[src/rtl/regfile_wb_arbiter.sv]
`default_nettype none
// ============================================================================
// Module   : regfile_wb_arbiter
// Purpose  : Shares the regfile write port between ALU (req 0) and LSU (req 1)
//            with a registered write stage. Defining REGFILE_WB_ARB_FAIR_EN
//            selects round-robin arbitration; otherwise fixed ALU priority
//            with an LSU starvation limit is used.
// Revision : 1.0 - initial release
// ============================================================================

`ifndef WORD_WIDTH
`define WORD_WIDTH 32
`endif
`ifndef REG_COUNT
`define REG_COUNT 32
`endif

module regfile_wb_arbiter #(
    parameter int WIDTH        = `WORD_WIDTH,
    parameter int REG_COUNT    = `REG_COUNT,
    parameter int ADDR_WIDTH   = $clog2(REG_COUNT),
    parameter int STARVE_LIMIT = 4
) (
    input  logic                  clk,
    input  logic                  rst_n,
    input  logic                  alu_valid,
    output logic                  alu_ready,
    input  logic [ADDR_WIDTH-1:0] alu_addr,
    input  logic [WIDTH-1:0]      alu_data,
    input  logic                  lsu_valid,
    output logic                  lsu_ready,
    input  logic [ADDR_WIDTH-1:0] lsu_addr,
    input  logic [WIDTH-1:0]      lsu_data,
    output logic [ADDR_WIDTH-1:0] addr_d,
    output logic [WIDTH-1:0]      d,
    output logic                  we_d
);

    logic                  grant_alu;
    logic                  grant_lsu;
    logic [ADDR_WIDTH-1:0] wr_addr_q;
    logic [WIDTH-1:0]      wr_data_q;
    logic                  wr_en_q;

`ifdef REGFILE_WB_ARB_FAIR_EN
    // last_grant_q: 1 = LSU was granted last; reset to LSU so ALU wins the first tie
    logic last_grant_q;
    logic last_grant_d;

    always_comb begin
        grant_lsu    = lsu_valid && (!alu_valid || !last_grant_q);
        grant_alu    = alu_valid && !grant_lsu;
        last_grant_d = last_grant_q;
        if (grant_alu) begin
            last_grant_d = 1'b0;
        end else if (grant_lsu) begin
            last_grant_d = 1'b1;
        end
    end

    always_ff @(posedge clk or negedge rst_n) begin
        if (!rst_n) begin
            last_grant_q <= 1'b1;
        end else begin
            last_grant_q <= last_grant_d;
        end
    end
`else
    localparam logic [3:0] C_STARVE_LIMIT = 4'(STARVE_LIMIT);

    logic [3:0] starve_cnt_q;
    logic [3:0] starve_cnt_d;

    // LSU overrides ALU once it has waited STARVE_LIMIT cycles
    always_comb begin
        grant_lsu    = lsu_valid && (!alu_valid || (starve_cnt_q == C_STARVE_LIMIT));
        grant_alu    = alu_valid && !grant_lsu;
        starve_cnt_d = 4'd0;
        if (lsu_valid && !grant_lsu) begin
            starve_cnt_d = (starve_cnt_q == C_STARVE_LIMIT) ? starve_cnt_q
                                                             : starve_cnt_q + 4'd1;
        end
    end

    always_ff @(posedge clk or negedge rst_n) begin
        if (!rst_n) begin
            starve_cnt_q <= 4'd0;
        end else begin
            starve_cnt_q <= starve_cnt_d;
        end
    end
`endif

    assign alu_ready = grant_alu;
    assign lsu_ready = grant_lsu;

    // The write port drains every cycle, so grants never wait on wr_en_q
    always_ff @(posedge clk or negedge rst_n) begin
        if (!rst_n) begin
            wr_en_q   <= 1'b0;
            wr_addr_q <= '0;
            wr_data_q <= '0;
        end else begin
            wr_en_q <= grant_alu || grant_lsu;
            if (grant_alu) begin
                wr_addr_q <= alu_addr;
                wr_data_q <= alu_data;
            end else if (grant_lsu) begin
                wr_addr_q <= lsu_addr;
                wr_data_q <= lsu_data;
            end
        end
    end

    assign addr_d = wr_addr_q;
    assign d      = wr_data_q;
    assign we_d   = wr_en_q;

endmodule

`default_nettype wire

[config.mk]
export PLATFORM = sky130hd
export DESIGN_NAME = regfile_wb_arbiter
export DESIGN_NICKNAME = d
export VERILOG_FILES = /design/src/rtl/regfile_wb_arbiter.sv
export SDC_FILE = /design/constraint.sdc
export NUM_CORES = 1
export LEC_CHECK = 0
export CORE_MARGIN = 1.5
export CORE_UTILIZATION = 33
export CTS_CLUSTER_DIAMETER = 60
export CTS_CLUSTER_SIZE = 20
export DETAILED_ROUTE_END_ITERATION = 8
export GPL_ROUTABILITY_DRIVEN = 0
export GPL_TIMING_DRIVEN = 0
export PLACE_DENSITY = 0.83
export RECOVER_POWER = 50
export SETUP_SLACK_MARGIN = 0.05
export SLEW_MARGIN = 20
export SYNTH_ARGS = -nofsm -noshare
export SYNTH_HDL_FRONTEND = slang
export SYNTH_SLANG_ARGS = --single-unit
[constraint.sdc]
create_clock -name clk -period 1.7 [get_ports clk]
set_input_delay 0.17 -clock clk [delete_from_list [all_inputs] [get_ports clk]]
set_output_delay 0.17 -clock clk [all_outputs]
set_load 0.02 [all_outputs]
Yosys cells after proc, flatten, opt, wreduce, memory -nomap -nowiden
Index checks and enable logic that the tools add are counted.

operators by class
  add/sub/neg operators = 1
  equal/unequal tests = 2
  mux-type cells = 6
  reductions and logical operators = 8

operators with widths
  kind                                           count
  two-way mux 32 bit                             2
  two-way mux 5 bit                              2
  two-way mux 4 bit                              2
  adder 4 x 1 -> 4 bit, second input constant    1
  == test 4 x 3 -> 1 bit, second input constant  1
  logical AND 1 bit                              3
  logical NOT 1 bit                              2
  logical OR 1 bit                               2
  != test 2 bit, second input constant           1
  nonzero test 2 bit                             1

storage, ports and cells
  bits in registers = 42
  input bits = 78
  output and inout port bits = 40
  logic and storage cells = 21

Depth between registers and ports, before layout
Gate-level depths: netlist of run 1.

  depth in word-level cells = 6
  depth in mapped cells = 7
  gate-level depth less buffers = 5

Worst setup path after synthesis of run 1
No wires, ideal clock.

  kind = register -> register
  start point = register starve_cnt_q[0]
  end point = register wr_addr_q[0] (netlist: addr_d[0])
  library setup time = 0.126 ns
  arrival time = 1.479 ns
  data required time = 1.574 ns
  path slack = 0.095 ns
  cell stages (with the launch flop) = 8
  buffers on the path = 2
  clock period less this slack = 1.605 ns
  cells stage by stage = dfrtp_1 inv_1 ha_1 nand4b_4 and2_4 buf_6 buf_6 a221o_1

on the way
  word-level cells in the longest chain between the ends = 6
  elaborated cells on any way between the ends = 7
  those cells by class = 1 x eq/ne; 1 x mux; 5 x reduce/logical

RTL lines
  element                                                  line  RTL
  start, declared                                          71    logic [3:0] starve_cnt_q;
  start signal, assigned                                   89    starve_cnt_q <= starve_cnt_d;
  == test 4 x 3 -> 1 bit (*)                               76    grant_lsu = lsu_valid && (!alu_valid || (starve_cnt_q == C_STARVE_LIMIT));
  logical OR 1 bit (*)                                     76
  logical AND 1 bit (*)                                    76
  logical NOT 1 bit                                        77    grant_alu = alu_valid && !grant_lsu;
  logical AND 1 bit                                        77
  two-way mux 5 bit or nonzero test 2 bit (tied branches)  --
  end signal, assigned                                     106   wr_addr_q <= alu_addr;
  end signal, assigned                                     109   wr_addr_q <= lsu_addr;
  end, declared                                            41    logic [ADDR_WIDTH-1:0] wr_addr_q;

Mark *: on every way between the ends. The rest lies on a longest branch, timed or not.
A chain may end at the register's enable or synchronous reset.

Final worst setup path of run 1
  start point = register starve_cnt_q[1]
  end point = output alu_ready

on the way
  word-level cells in the longest chain between the ends = 5

RTL lines
  element                 line  RTL
  == test 4 x 3 -> 1 bit  76
  logical OR 1 bit        76
  logical AND 1 bit       76
  logical NOT 1 bit       77
  logical AND 1 bit       77
  end, declared           27    output logic alu_ready,

Every way passes these cells.

==> results of run 1 <==
-- registers in the layout (all words and copies together) (netlist names) --
name and cells:
d 32, addr_d 5, starve_cnt_q 4, we_d 1
-- worst paths after layout --
| check | start | endpoint | depth (start not counted) |
|---|---|---|---|
| worst max-delay path | starve_cnt_q[1] | alu_ready | 6 |
| worst min-delay path | alu_valid | d[28] | 3 |
| worst max register to register | starve_cnt_q[1] | d[29] | 7 |
| worst min register to register | d[21] | d[21] | 2 |
| max in group asynchronous | rst_n | d[1] | 3 |
| min in group asynchronous | rst_n | addr_d[4] | 2 |
-- critical path, cell delays in order (launching register included) --
cell and delay (ps):
dfrtp_1 400, inv_2 80, ha_4 150, nand4b_4 100, and2_4 180, buf_6 140, buf_6 130
-- cell type report --
| type | count | area [um2] |
|---|---|---|
| Clock buffer | 5 | 68.82 |
| Sequential cell | 42 | 1051 |
| Clock inverter | 3 | 40.04 |
| Multi-Input combinational cell | 95 | 785.8 |
| Inverter | 9 | 33.78 |
| Fill cell | 448 | 2186 |
| Tap cell | 72 | 90.09 |
| Timing Repair Buffer | 124 | 1219 |
| Buffer | 12 | 100.1 |
-- cell families after synthesis --
| family | count (synthesis) |
|---|---|
| xor gates and xnor gates | 2 |
| AOI/OAI and AO/OA | 44 |
| and+or+nand+nor | 41 |
| DFF | 42 |
| buffers and inverters | 21 |
| adders and majority gates | 2 |
| muxes | 6 |
-- metal layers --
layer | vias to the layer above | part of all wire, %
met1 | 849 | 43
met2 | 92 | 46
met3 | 6 | 10
met4 | 0 | 0.87
met5 | - | 0
li1 | 850 | -
-- layout by cell type (no fill, tap or decap), drive strengths merged --
cell	n
clkdlybuf4s50	112
dfrtp	42
and2	33
a221o	31
buf	16
clkbuf	11
inv	9
mux2	6
o22ai	6
a21oi	6
and3	4
clkinv	2
dlygate4sd3	2
ha	2
nand3b	1
a21boi	1
nand4b	1
nor2	1
xor2	1
nand3	1
xnor2	1
bufinv	1
-- timing repair --
action	4_1_cts	5_1_grt
gates cloned	0	0
endpoints found under the setup margin	31	21
pin swaps	2	0
gates resized for setup	20	6
hold buffers	1	0
buffers inserted	5	1
hold endpoints to repair	22	0
-- per-stage QoR --
step	worst slack (ps)	util [%]	setup TNS [ps]	hold slack, ps	area [um2]
floorplan	95.21	-	0	-125.6	1929
global placement	-605.4	57.06	-28680	545.9	3181
detailed placement	-604.9	57.46	-3888	191.1	3203
CTS	62.48	60.76	0	246.7	3387
global route	-1.662	60.79	-1.662	270.3	3388
finish	74.61	60.79	0	256.3	3388
-- power groups by stage --
stage	clock (mW)	sequential (mW)	combinational, mW
2_1_floorplan	0	1.25	0.172
3_3_place_gp	0	1.14	0.689
3_5_place_dp	0	1.15	0.705
4_1_cts	0.798	1.13	0.725
5_1_grt	0.848	1.14	0.766
6_report	0.775	1.13	0.713
==> summary.md, run 1 <==
| Metric | Value |
|---|---|
| R2r setup slk | 90 ps |
| Synth warnings | 0 |
| Slew @ Worst Pin | 556.8 ps |
| Vias | 1,797 |
| Starting Density | 34.61% |
| Port Buffers | 116 |
| Sequential area share after synthesis | 54.47% |
| RSZ-0062 raised after global routing | true |
| Sequential power share | 43.1% |
| FF+latch count, synth | 42 |
| Cell row count | 27 |
| Worst hold-check path type | input pin to flop |
| Fin crit share | 95.61% |
| Average footprint of a synthesized cell | 12.21 um2 |
| IO Count | 118 |
| Met2 Resource Use GR | 30.08% |
| Largest family of logic cells by synthesized area | compound AO/OA/AOI/OAI gates |
| Max-cap violations | 0 |
| Clock Path Buffers | 2 |
| Area share of and/or/nand/nor cells after synthesis | 14.20% |
| Slew margin rel. | 62.88% |
| Unique masters post-synth | 20 |
| Dpl hpwl | 4128 um |
| Avg WL per Cell | 15.19 um |
| Share of cells above drive strength 1 | 13.45% |
| Commonest cells in the netlist | dfrtp_1, and2_1, a221o_1 |
| # setup viols final | 0 |
| Crit Path Class | flop to output port |
| Arrival time worst endpoint | 1460 ps |
| Die width | 79.46 um |
| Int Power | 1.939 mW |
| DRT Pass-1 Iters | 4 |
| P_leak | 1.452 nW |
| Sw Share | 25.91% |
| Leading area contributor after synthesis | dfrtp_1 |
| Clock group share of total power | 29.6% |
| DIE HEIGHT | 79.46 um |
| Total core area | 5574 um2 |
| Netlist area before placement | 1929 um2 |
| M1 GR Usage | 22.73% |
| Main flop type after synthesis | dfrtp_1 |
| Met3 usage | 6.629% |
| Final net count | 369 |
| # diodes | 0 |
| CP Data Required Time | 1530 ps |
| CP Launch Type | flop |
| CTS HTree Levels | 2 |
| Placed cells | 347 |
| Synth Area in Compound Gates | 19.97% |
| Total power | 2.617 mW |
| Initial antenna violation count | 0 |
| P_sw | 678.2 uW |
| Pins Over Slew Limit | 0 |
| Synth-to-layout area growth | 75.62% |
| EDFF count, synth | 0 |
| Fmax | 615.2 MHz |
| CTS root buf | clkbuf_8 |
| Number of CTS-inserted buffers | 5 |
| GRT busiest layer | met2 |
| Vias/cell | 4.964 |
| Count leader, synth | dfrtp_1 |
| Comb pwr share | 27.2% |
| Syn nets | 238 |
| Total GRT Usage | 18.25% |
| Area share of the largest cell type after synthesis | 54.47% |
| Clk_lat worst skew | 290 ps |
| Status | completed |
| Routed Antenna Nets | 0 |
| Final Routed Wirelength | 5497 um |
| DRC errors left | 0 |
| CP Max Fanout | 10 |
| Number of cells in the finished layout apart from fillers | 362 |
| Post-Synth Adder-Cell Area | 1.297% |
| Pwr dens | 772.4 nW/um2 |
| Ys async rst share | 100.0% |
| CP Capture Type | output port |
| VDD IR-drop max | 0.0004478 V |
| Initial drt markers | 63 |
| Clock period minus final worst setup slack | 1625 ps |
| Post-synthesis mux area share | 3.502% |
| Vias in the first global route | 1,904 |
| Die area | 6314 um2 |
| Post-Synth XOR/XNOR Area | 0.9079% |
| Mapped Cells | 158 |
| CTS tree | built |
| CTS sink count | 42 |
| Setup Skew | 4.780 ps |
| First-pass GRT wire length | 8983 um |
| Main area contributors after synthesis | dfrtp_1, a221o_1, and2_1 |
| Congestion Overflow GR | 0 |
| Final Hold Fails | 0 |
| Largest net degree at the start of global routing | 24 |
| Worst-path clk slew | 80 ps |
Note: power is estimated with default switching activity, not from simulation.
==> run 2, diff against run 1 <==
--- a/config.mk
+++ b/config.mk
@@ -8,7 +8,7 @@
 export CORE_MARGIN = 1.5
 export CORE_UTILIZATION = 33
 export CTS_CLUSTER_DIAMETER = 60
-export CTS_CLUSTER_SIZE = 20
+export CTS_CLUSTER_SIZE = 14
 export DETAILED_ROUTE_END_ITERATION = 8
 export GPL_ROUTABILITY_DRIVEN = 0
 export GPL_TIMING_DRIVEN = 0
==> results of run 2 <==
No change in the layout: final DEF, timing and power equal those of run 1.
==> run 3, diff against run 2 <==
--- a/config.mk
+++ b/config.mk
@@ -5,7 +5,7 @@
 export SDC_FILE = /design/constraint.sdc
 export NUM_CORES = 1
 export LEC_CHECK = 0
-export CORE_MARGIN = 1.5
+export CORE_MARGIN = 2
 export CORE_UTILIZATION = 33
 export CTS_CLUSTER_DIAMETER = 60
 export CTS_CLUSTER_SIZE = 14
==> run 3 against run 2 <==
Effect of this change: register-to-register slack hardly changed; core utilization is 0.22 points lower; combinational power hardly changed; power is 6.5% lower; setup slack better by 4.8 ps; die area is 2.5% higher; global-route usage is 0.088 points lower; critical path depth stayed put; sequential power hardly changed; sequential share of layout area is 0.11 points higher; maximum frequency is 0.30% higher; final cell count is 0.55% higher; highest routed layer unchanged.
==> summary.md, run 3 (synthesized netlist as in run 1, its figures left out) <==
| Metric | Value |
|---|---|
| Status | completed (unchanged) |
| Pins Over Slew Limit | 0 (unchanged) |
| Routed Antenna Nets | 0 (unchanged) |
| # setup viols final | 0 (unchanged) |
| Slew margin rel. | 61.10% (was 62.88%) |
| P_leak | 1.452 nW (about the same) |
| Cell mode on critical path | buf_6 (unchanged) |
| Avg WL per Cell | 15.67 um (was 15.19 um) |
| IO Count | 118 (unchanged) |
| Hold Path Depth | 3 (unchanged) |
| Slowest stage delay, CP | 400 ps (about the same) |
| Initial drt markers | 57 (was 63) |
| CP max-delay cell | dfrtp_1 (unchanged) |
| Reg-to-Reg Start | starve_cnt_q[0] (was starve_cnt_q[1]) |
| CTS sink count | 42 (unchanged) |
| CP Max Fanout | 2 (was 10) |
| Pwr dens | 724.9 nW/um2 (was 772.4 nW/um2) |
| Worst-path clk slew | 80 ps (about the same) |
| DRC errors left | 0 (unchanged) |
| RSZ-0062 raised after global routing | true (unchanged) |
| Max reg flops | 32 (unchanged) |
| Port Buffers | 116 (unchanged) |
| CP Launch Type | flop (unchanged) |
| CTS tree | built (unchanged) |
| Fmax | 617.1 MHz (was 615.2 MHz) |
| DRT Pass-1 Iters | 4 (unchanged) |
| Vias | 1,793 (was 1,797) |
| Clock Path Buffers | 2 (unchanged) |
| Fin Hold WS | 259.5 ps (was 256.3 ps) |
| M1 WL | 2419 um (was 2346 um) |
| Worst hold-check path type | input pin to flop (unchanged) |
| Total GRT Usage | 18.16% (was 18.25%) |
| Share of cells above drive strength 1 | 13.70% (was 13.45%) |
| Vias/cell | 4.926 (was 4.964) |
| Clock period minus final worst setup slack | 1621 ps (was 1625 ps) |
| Initial antenna violation count | 0 (unchanged) |
| Synth-to-layout area growth | 74.97% (was 75.62%) |
| Worst Path Buf+Inv | 3 (unchanged) |
| First-pass GRT wire length | 9066 um (was 8983 um) |
| CTS HTree Levels | 2 (unchanged) |
| HP Start | alu_valid (unchanged) |
| Fin crit share | 95.33% (was 95.61%) |
| Post-Layout Inst Area | 3376 um2 (was 3388 um2) |
| Arrival time worst endpoint | 1450 ps (was 1460 ps) |
| R2r setup slk | 100 ps (was 90 ps) |
| Largest net degree at the start of global routing | 24 (unchanged) |
| Final net count | 372 (was 369) |
| Final Routed Wirelength | 5704 um (was 5497 um) |
| Starting Density | 34.61% (unchanged) |
| Cell row count | 27 (unchanged) |
| VDD IR-drop max | 0.0003320 V (was 0.0004478 V) |
| CP delay by family, top | flip-flops (unchanged) |
| Met3 Wirelength | 596 um (was 564 um) |
| DIE HEIGHT | 80.46 um (was 79.46 um) |
| Leading cell types in the layout, fill and taps excluded | clkdlybuf4s50_1, dfrtp_1, and2_1, a221o_1 (was clkdlybuf4s50_1, dfrtp_1, and2_1) |
| Dpl hpwl | 4348 um (was 4128 um) |
| # diodes | 0 (unchanged) |
| Setup Skew | 5.111 ps (was 4.780 ps) |
| Number of CTS-inserted buffers | 5 (unchanged) |
| Slew @ Worst Pin | 583.5 ps (was 556.8 ps) |
| Max-cap violations | 0 (unchanged) |
| Routed wl met2 | 2654 um (was 2538 um) |
| Clk_lat worst skew | 290 ps (about the same) |
| CTS root buf | clkbuf_8 (unchanged) |
| Vias in the first global route | 1,879 (was 1,904) |
| Post-Place Cell Area | 3203 um2 (unchanged) |
| CP Data Required Time | 1530 ps (about the same) |
| Final Hold Fails | 0 (unchanged) |
| Top layer in use | met4 (unchanged) |
| Worst R2R Path Depth | 7 (unchanged) |
| Congestion Overflow GR | 0 (unchanged) |
| CP Capture Type | output port (unchanged) |
| Hold path endpoint | d[12] (was d[28]) |
| Die width | 80.46 um (was 79.46 um) |
| Crit Path Class | flop to output port (unchanged) |
| Die area | 6474 um2 (was 6314 um2) |
| Worst flop-to-flop path endpoint | d[25] (was d[29]) |
| Crit-path cells | inv_2 > ha_4 > nand3b_1 > a21boi_2 > buf_6 > buf_6 (was inv_2 > ha_4 > nand4b_4 > and2_4 > buf_6 > buf_6) |
| Leading cell type in the layout, fill and taps excluded | clkdlybuf4s50_1 (unchanged) |
| Total core area | 5574 um2 (unchanged) |
-- run 3: area by class of cell --
class,count,area [um2]
repair buffers,127,1241
multi-input cells,95,785.8
flip-flops and latches,42,1051
fillers,469,2198
clock buffers,5,68.82
plain buffers,12,95.09
well taps,72,90.09
clock inverters,2,10.01
inverters,9,33.78
-- run 3: stage by stage --
stage | util [%] | instances | total power [mW] | setup WS, ps | setup TNS, ps
after floorplan | - | 158 | 1.422 | 95.21 | 0
after global placement | 57.06 | 346 | 1.832 | -602.0 | -28370
after detailed placement | 57.46 | 347 | 1.855 | -616.7 | -3811
after CTS | 60.11 | 360 | 2.491 | 26.40 | 0
after global routing | 60.56 | 364 | 2.596 | 7.908 | 0
final | 60.56 | 364 | 2.447 | 79.39 | 0
-- run 3: worst reg2reg max path, stage by stage (launching register included) --
cell      delay (ps)
dfrtp_1          400
inv_2             80
ha_4             140
nand4b_4         100
and2_4           170
buf_6            140
buf_6            140
a221o_1          310
-- run 3: worst max-delay path by stage --
stage                    start        end  slack [ps]  cells past startpoint
2_1_floorplan  starve_cnt_q[0]  addr_d[0]         100                      7
3_3_place_gp             rst_n      d[11]        -600                      1
3_5_place_dp   starve_cnt_q[0]  lsu_ready        -620                      6
4_1_cts        starve_cnt_q[0]  lsu_ready          30                      6
5_1_grt        starve_cnt_q[1]  lsu_ready           8                      6
6_report       starve_cnt_q[0]  lsu_ready          80                      6
-- run 3: layer usage --
| layer | global-route usage (%) | up-vias |
|---|---|---|
| li1 | - | 856 |
| met1 | 21.69 | 838 |
| met2 | 31.75 | 95 |
| met3 | 6.180 | 4 |
| met4 | 3.559 | 0 |
| met5 | 0 | - |
-- run 3: repair_timing --
action,4_1_cts,5_1_grt
gates resized for setup,17,9
hold buffers,1,0
setup buffers,5,4
pin swaps,2,4
endpoints found under the hold margin,22,0
setup endpoints to repair,32,19
-- run 3: power breakdown --
group | internal (mW) | leakage [nW] | switching [mW]
combinational | 0.418 | 0.900 | 0.295
clock | 0.276 | 0.0438 | 0.332
sequential | 1.08 | 0.508 | 0.0422
